--- src/rtl/block_packer_pkg.sv ---
// block_packer_pkg
// Shared encryptor constants and types used by the byte packer and the coder.
//   TDATA_WIDTH     : width of one coder block in bits
//   BYTE_WIDTH      : width of one upstream symbol in bits
//   BYTES_PER_BLOCK : symbols per block
//   acc_state_t     : accumulator state (FILLING / COMPLETE)
package block_packer_pkg;

  localparam int TDATA_WIDTH     = 64;
  localparam int BYTE_WIDTH      = 8;
  localparam int BYTES_PER_BLOCK = TDATA_WIDTH / BYTE_WIDTH;

  typedef enum logic [0:0] {
    FILLING  = 1'b0,
    COMPLETE = 1'b1
  } acc_state_t;

endpackage

--- src/rtl/block_packer.sv ---
// block_packer
// Packs an upstream byte stream MSB-first into fixed-width blocks for the coder.
// A block closes on its last byte slot or on ss_tlast_i. Short final blocks are
// zero-padded in their low bytes. One accumulator plus one output register lets
// the packer sustain one byte per cycle while the coder is ready.
// Ports:
//   clk_i        : clock, rising-edge active
//   ss_aresetn_i : asynchronous active-low reset
//   ss_tvalid_i / ss_tdata_i / ss_tlast_i / ss_tready_o : upstream byte stream
//   sm_aresetn_o : reset forwarded to the coder, released one edge after ss_aresetn_i
//   sm_tvalid_o / sm_tdata_o / sm_tlast_o / sm_tbytes_o / sm_tready_i : block stream
module block_packer #(
  parameter int TDATA_WIDTH = block_packer_pkg::TDATA_WIDTH,
  parameter int BYTE_WIDTH  = block_packer_pkg::BYTE_WIDTH
) (
  input  logic                   clk_i,
  input  logic                   ss_aresetn_i,
  input  logic                   ss_tvalid_i,
  input  logic [BYTE_WIDTH-1:0]  ss_tdata_i,
  input  logic                   ss_tlast_i,
  output logic                   ss_tready_o,
  output logic                   sm_aresetn_o,
  output logic                   sm_tvalid_o,
  output logic [TDATA_WIDTH-1:0] sm_tdata_o,
  output logic                   sm_tlast_o,
  output logic [3:0]             sm_tbytes_o,
  input  logic                   sm_tready_i
);

  import block_packer_pkg::*;

  localparam int BPB = TDATA_WIDTH / BYTE_WIDTH;

  acc_state_t             state_r;
  acc_state_t             state_nxt_s;
  logic [TDATA_WIDTH-1:0] acc_data_r;
  logic [3:0]             acc_cnt_r;
  logic                   acc_last_r;

  logic                   out_free_s;
  logic                   ss_tready_s;
  logic                   transfer_s;
  logic                   accept_s;
  logic                   closes_s;
  logic [3:0]             base_cnt_s;
  logic [TDATA_WIDTH-1:0] base_data_s;
  logic [TDATA_WIDTH-1:0] slot_data_s;

  // Output register can take a new block when empty or being drained this edge.
  assign out_free_s  = !sm_tvalid_o || sm_tready_i;
  assign accept_s    = ss_tvalid_i && ss_tready_s;
  assign ss_tready_o = ss_tready_s;

  // On a transfer edge the accumulator restarts, so an accepted byte lands in slot 0.
  always_comb begin
    base_cnt_s  = acc_cnt_r;
    base_data_s = acc_data_r;
    if (transfer_s) begin
      base_cnt_s  = 4'd0;
      base_data_s = {TDATA_WIDTH{1'b0}};
    end else begin
      base_cnt_s  = acc_cnt_r;
      base_data_s = acc_data_r;
    end
  end

  // Position the incoming byte MSB-first at the current fill slot.
  assign slot_data_s = {ss_tdata_i, {(TDATA_WIDTH-BYTE_WIDTH){1'b0}}} >> (base_cnt_s * BYTE_WIDTH);
  assign closes_s    = accept_s && (ss_tlast_i || (base_cnt_s == 4'(BPB-1)));

  // Accumulator state register.
  always_ff @(posedge clk_i or negedge ss_aresetn_i) begin
    if (!ss_aresetn_i) begin
      state_r <= FILLING;
    end else begin
      state_r <= state_nxt_s;
    end
  end

  // Next-state logic: a closing byte always lands in COMPLETE, a drain without one returns to FILLING.
  always_comb begin
    state_nxt_s = state_r;
    case (state_r)
      FILLING: begin
        if (closes_s) begin
          state_nxt_s = COMPLETE;
        end else begin
          state_nxt_s = FILLING;
        end
      end
      COMPLETE: begin
        if (transfer_s && !closes_s) begin
          state_nxt_s = FILLING;
        end else begin
          state_nxt_s = COMPLETE;
        end
      end
      default: state_nxt_s = FILLING;
    endcase
  end

  // State-decoded controls: upstream ready and accumulator-to-output transfer.
  always_comb begin
    ss_tready_s = 1'b0;
    transfer_s  = 1'b0;
    case (state_r)
      FILLING: begin
        ss_tready_s = 1'b1;
        transfer_s  = 1'b0;
      end
      COMPLETE: begin
        ss_tready_s = out_free_s;
        transfer_s  = out_free_s;
      end
      default: begin
        ss_tready_s = 1'b0;
        transfer_s  = 1'b0;
      end
    endcase
  end

  // Accumulator and output register datapath.
  always_ff @(posedge clk_i or negedge ss_aresetn_i) begin
    if (!ss_aresetn_i) begin
      acc_data_r  <= {TDATA_WIDTH{1'b0}};
      acc_cnt_r   <= 4'd0;
      acc_last_r  <= 1'b0;
      sm_tvalid_o <= 1'b0;
      sm_tdata_o  <= {TDATA_WIDTH{1'b0}};
      sm_tlast_o  <= 1'b0;
      sm_tbytes_o <= 4'd0;
    end else begin
      if (transfer_s) begin
        sm_tvalid_o <= 1'b1;
        sm_tdata_o  <= acc_data_r;
        sm_tlast_o  <= acc_last_r;
        sm_tbytes_o <= acc_cnt_r;
      end else if (sm_tvalid_o && sm_tready_i) begin
        sm_tvalid_o <= 1'b0;
      end
      if (accept_s) begin
        acc_data_r <= base_data_s | slot_data_s;
        acc_cnt_r  <= base_cnt_s + 4'd1;
        acc_last_r <= ss_tlast_i;
      end else if (transfer_s) begin
        acc_data_r <= {TDATA_WIDTH{1'b0}};
        acc_cnt_r  <= 4'd0;
        acc_last_r <= 1'b0;
      end
    end
  end

  // Coder reset: asserted with ours, released one edge after ours rises.
  always_ff @(posedge clk_i or negedge ss_aresetn_i) begin
    if (!ss_aresetn_i) begin
      sm_aresetn_o <= 1'b0;
    end else begin
      sm_aresetn_o <= 1'b1;
    end
  end

endmodule

--- config.mk ---
export PLATFORM = sky130hd
export DESIGN_NAME = block_packer
export DESIGN_NICKNAME = d
export VERILOG_FILES = /design/src/rtl/block_packer_pkg.sv /design/src/rtl/block_packer.sv
export SDC_FILE = /design/constraint.sdc
export NUM_CORES = 1
export LEC_CHECK = 0
export ABC_AREA = 0
export BUFFER_PORTS_ARGS = -buffer_cell sky130_fd_sc_hd__buf_2
export CORE_ASPECT_RATIO = 0.9
export CORE_MARGIN = 2
export CORE_UTILIZATION = 60
export DETAILED_ROUTE_END_ITERATION = 8
export GPL_ROUTABILITY_DRIVEN = 1
export PLACE_DENSITY = 0.83
export RECOVER_POWER = 100
export SLEW_MARGIN = 20
export SYNTH_ARGS = -nofsm -noshare
export SYNTH_HDL_FRONTEND = slang
export SYNTH_SLANG_ARGS = --single-unit
--- constraint.sdc ---
create_clock -name clk_i -period 3.8 [get_ports clk_i]
set_input_delay 0.76 -clock clk_i [delete_from_list [all_inputs] [get_ports clk_i]]
set_output_delay 0.76 -clock clk_i [all_outputs]
set_load 0.03 [all_outputs]
==> results.md <==
- Core area: 8610 um^2
- Post-Syn Area: 5330 um^2
- Initial antenna violation count: 0
- Share of cells above drive strength 1: 0.254
- Worst IR Drop VDD: 0.523 mV
- Nets@finish: 457
- First-pass iteration count of the detailed router: 5
- Status: finished, final reports clean
- Hold WC Path Type: in2async
- Max Fclk: 0.370 GHz
- Dominant synthesized flop cell: dfrtp_1
- Max-slew violation count: 0
- Routed wire length: 11,500 um
- Die X: 103 um
- R2R setup slack: 1100 ps
- Final core utilization: 0.735
- Synth-to-layout area growth: 18.6%
- R2r endpoint: sm_tdata_o[28]
- Number of buffers added on ports: 84
- Post-Synth Simple-Gate Area: 0.0486
- Leakage power figure: 0.00302 uW
- Fraction of the yosys area taken by sequential cells: 0.662
- Period utilization: 0.711
- Share of async-settable or async-resettable flops after synthesis: 1.00
- Synth Warn #: 0
- Total GRT Usage: 0.260
- Die ar.: 9660 um^2
- Crit Reg-Reg Startpoint: state_r
- Post-cts resize count: 0
- Drt initial violations: 184
- EDFF count, synth: 0
- Dpl hpwl: 7030 um
- Setup violators final: 0
- Mux cell area share after synthesis: 0.146
- Vias in the first global route: 3,331
- GRT overflow: 0
- Cells after synthesis: 361
- CP arrival: 3100 ps
- CTS tree: built
- Critical path type: reg2reg
- Final hold viol count: 0
- CP startpoint kind: flip-flop
- Hold_buf cts: 0
- GP Congestion: 0.787
- Critical Path RT: 4200 ps
- Xor and xnor fraction of the mapped netlist area: 0.00329
- TritonCTS Buffers: 17
- Routed vias: 3,359
- PD cells: 806 nW/um^2
- Synth Register Bits: 141
- Largest family of logic cells by synthesized area: multiplexers
- Worst-Margin Slew: 1090 ps
- Critical path fanouts, max: 58
- Io pins: 85
- Max cap viols: 0
- Syn Nets: 374
- WL/cell: 20.0 um
- Post-DR vias/cell: 5.83
- Die height: 93.4 um
- Residual DRC: 0
- Post-DRT Antenna Nets: 0
- Adder-Cell Fraction of Synth Area: 0
- Syn avg cell area: 14.8 um^2
- Crit path time final: 2700 ps
- Bufs on Longest Clock Path: 2
- RSZ-0062 raised after global routing: false
- Worst-Skew Late Latency: 520 ps
- H-tree Lvls: 4
- Starting Density: 0.619
- Slew Limit Headroom: 0.274
- Total clock sinks: 141
- # Post-CTS Setup Buffers: 0
- Reg2Reg Depth: 3
- Fin Setup TNS: 0 ps
- CTS clk-pin slew, worst paths: 60 ps
- Row count: 32
- Unique masters post-synth: 35
- Root Buffer: clkbuf_8
- Antenna cells: 0
- Fill cells: 572
- First-pass GRT wire length: 18,300 um
- CP endpoint kind: flip-flop
- Largest net degree at the start of global routing: 123
- Complex-gate fraction of the synthesized area: 0.111
- Skew final: 10.0 ps
worst max-delay path by stage:
| stage | depth (start not counted) | end | slack, ps | startpoint |
|---|---|---|---|---|
| detailed placement | 5 | sm_tdata_o[26] | 1270 | sm_tready_i |
| CTS | 2 | ss_tready_o | 1360 | state_r |
| global route | 3 | sm_tdata_o[26] | 910 | state_r |
| floorplan | 2 | ss_tready_o | 1910 | sm_tready_i |
| finish | 3 | sm_tdata_o[28] | 1100 | state_r |
| global placement | 5 | sm_tdata_o[30] | 1330 | sm_tready_i |
cells by family (layout without fill, tap and decap cells):
| group | after synthesis | count (layout) |
|---|---|---|
| other | 1 | 1 |
| flip-flops | 141 | 141 |
| AND/OR/NAND/NOR | 49 | 49 |
| XOR/XNOR | 2 | 2 |
| multiplexers | 69 | 69 |
| AO/OA/AOI/OAI | 72 | 72 |
| buffers and inverters | 27 | 123 |
layout make-up:
| class | count | area [um^2] | area share |
|---|---|---|---|
| clock buffer | 20 | 445 | 0.0704 |
| clock inverter | 12 | 183 | 0.0289 |
| inverter | 4 | 15.0 | 0.00237 |
| multi-input combinational | 193 | 1650 | 0.261 |
| sequential | 141 | 3530 | 0.558 |
| tap | 119 | 149 | 0.0235 |
| timing repair buffer | 87 | 352 | 0.0556 |
metal layers:
layer	vias up	wire, um	GRT usage
met2	112	5430	0.369
met1	1725	5250	0.385
met3	24	554	0.0523
met4	0	303	0.123
li1	1498	-	-
met5	-	0	0
cell usage in the layout, fill, tap and decap left out, types with 2 or more instances in the layout:
cell        instances
a22o_1             30
a31oi_1            10
buf_2              11
bufinv_16           4
clkbuf_1           75
clkbuf_16          16
clkbuf_8            4
clkinvlp_4          3
dfrtp_1           141
inv_1               4
inv_6               3
mux2_2             69
nand2_1            15
nand2b_1            2
nand3_1             5
nor2_1             13
nor2b_1             4
o22ai_1             2
o2bb2ai_1          24
xnor2_1             2
synth_stat cells, drive strengths merged (2+ instances only):
cell	number	area [um^2]
dfrtp	141	3530
mux2	69	777
a22o	30	263
o2bb2ai	24	210
buf	20	128
nand2	16	62.6
nor2	13	48.8
a31oi	10	62.6
nand3	5	25.0
inv	4	15.0
nor2b	4	25.0
clkbuf	3	12.5
and2	2	12.5
nand2b	2	12.5
nor3	2	15.0
nor4	2	27.5
o22ai	2	12.5
xnor2	2	17.5
sequential cells by signal (all words and copies together), names as in the netlist:
signal,flops
sm_aresetn_o,1
sm_tdata_o,64
sm_tvalid_o,1
sm_tlast_o,1
acc_cnt_r,4
state_r,1
acc_data_r,64
acc_last_r,1
sm_tbytes_o,4
metrics by stage:
stage | setup slack, ps | hold slack, ps | power, uW | instance area (um^2) | std cells
after detailed placement | 1270 | 472 | 3400 | 5810 | 544
after floorplan | 1910 | 452 | 3000 | 5330 | 361
after global placement | 1330 | 468 | 3340 | 5810 | 544
after CTS | 1360 | 452 | 5180 | 6430 | 576
final | 1100 | 347 | 5100 | 6320 | 576
after global routing | 914 | 461 | 5320 | 6320 | 576
report_power, final:
group	leakage [uW]	internal (uW)	switching [uW]
registers	0.00190	1880	266
logic	0.000818	402	789
clock network	0.000299	1110	656
total	0.00302	3390	1710
critical path, cell delays in order, from the launching register on:
cell and delay [ps]:
dfrtp_1 560, nand2_4 600, clkbuf_2 940, mux2_2 430
Note: power is estimated with default switching activity, not from simulation.
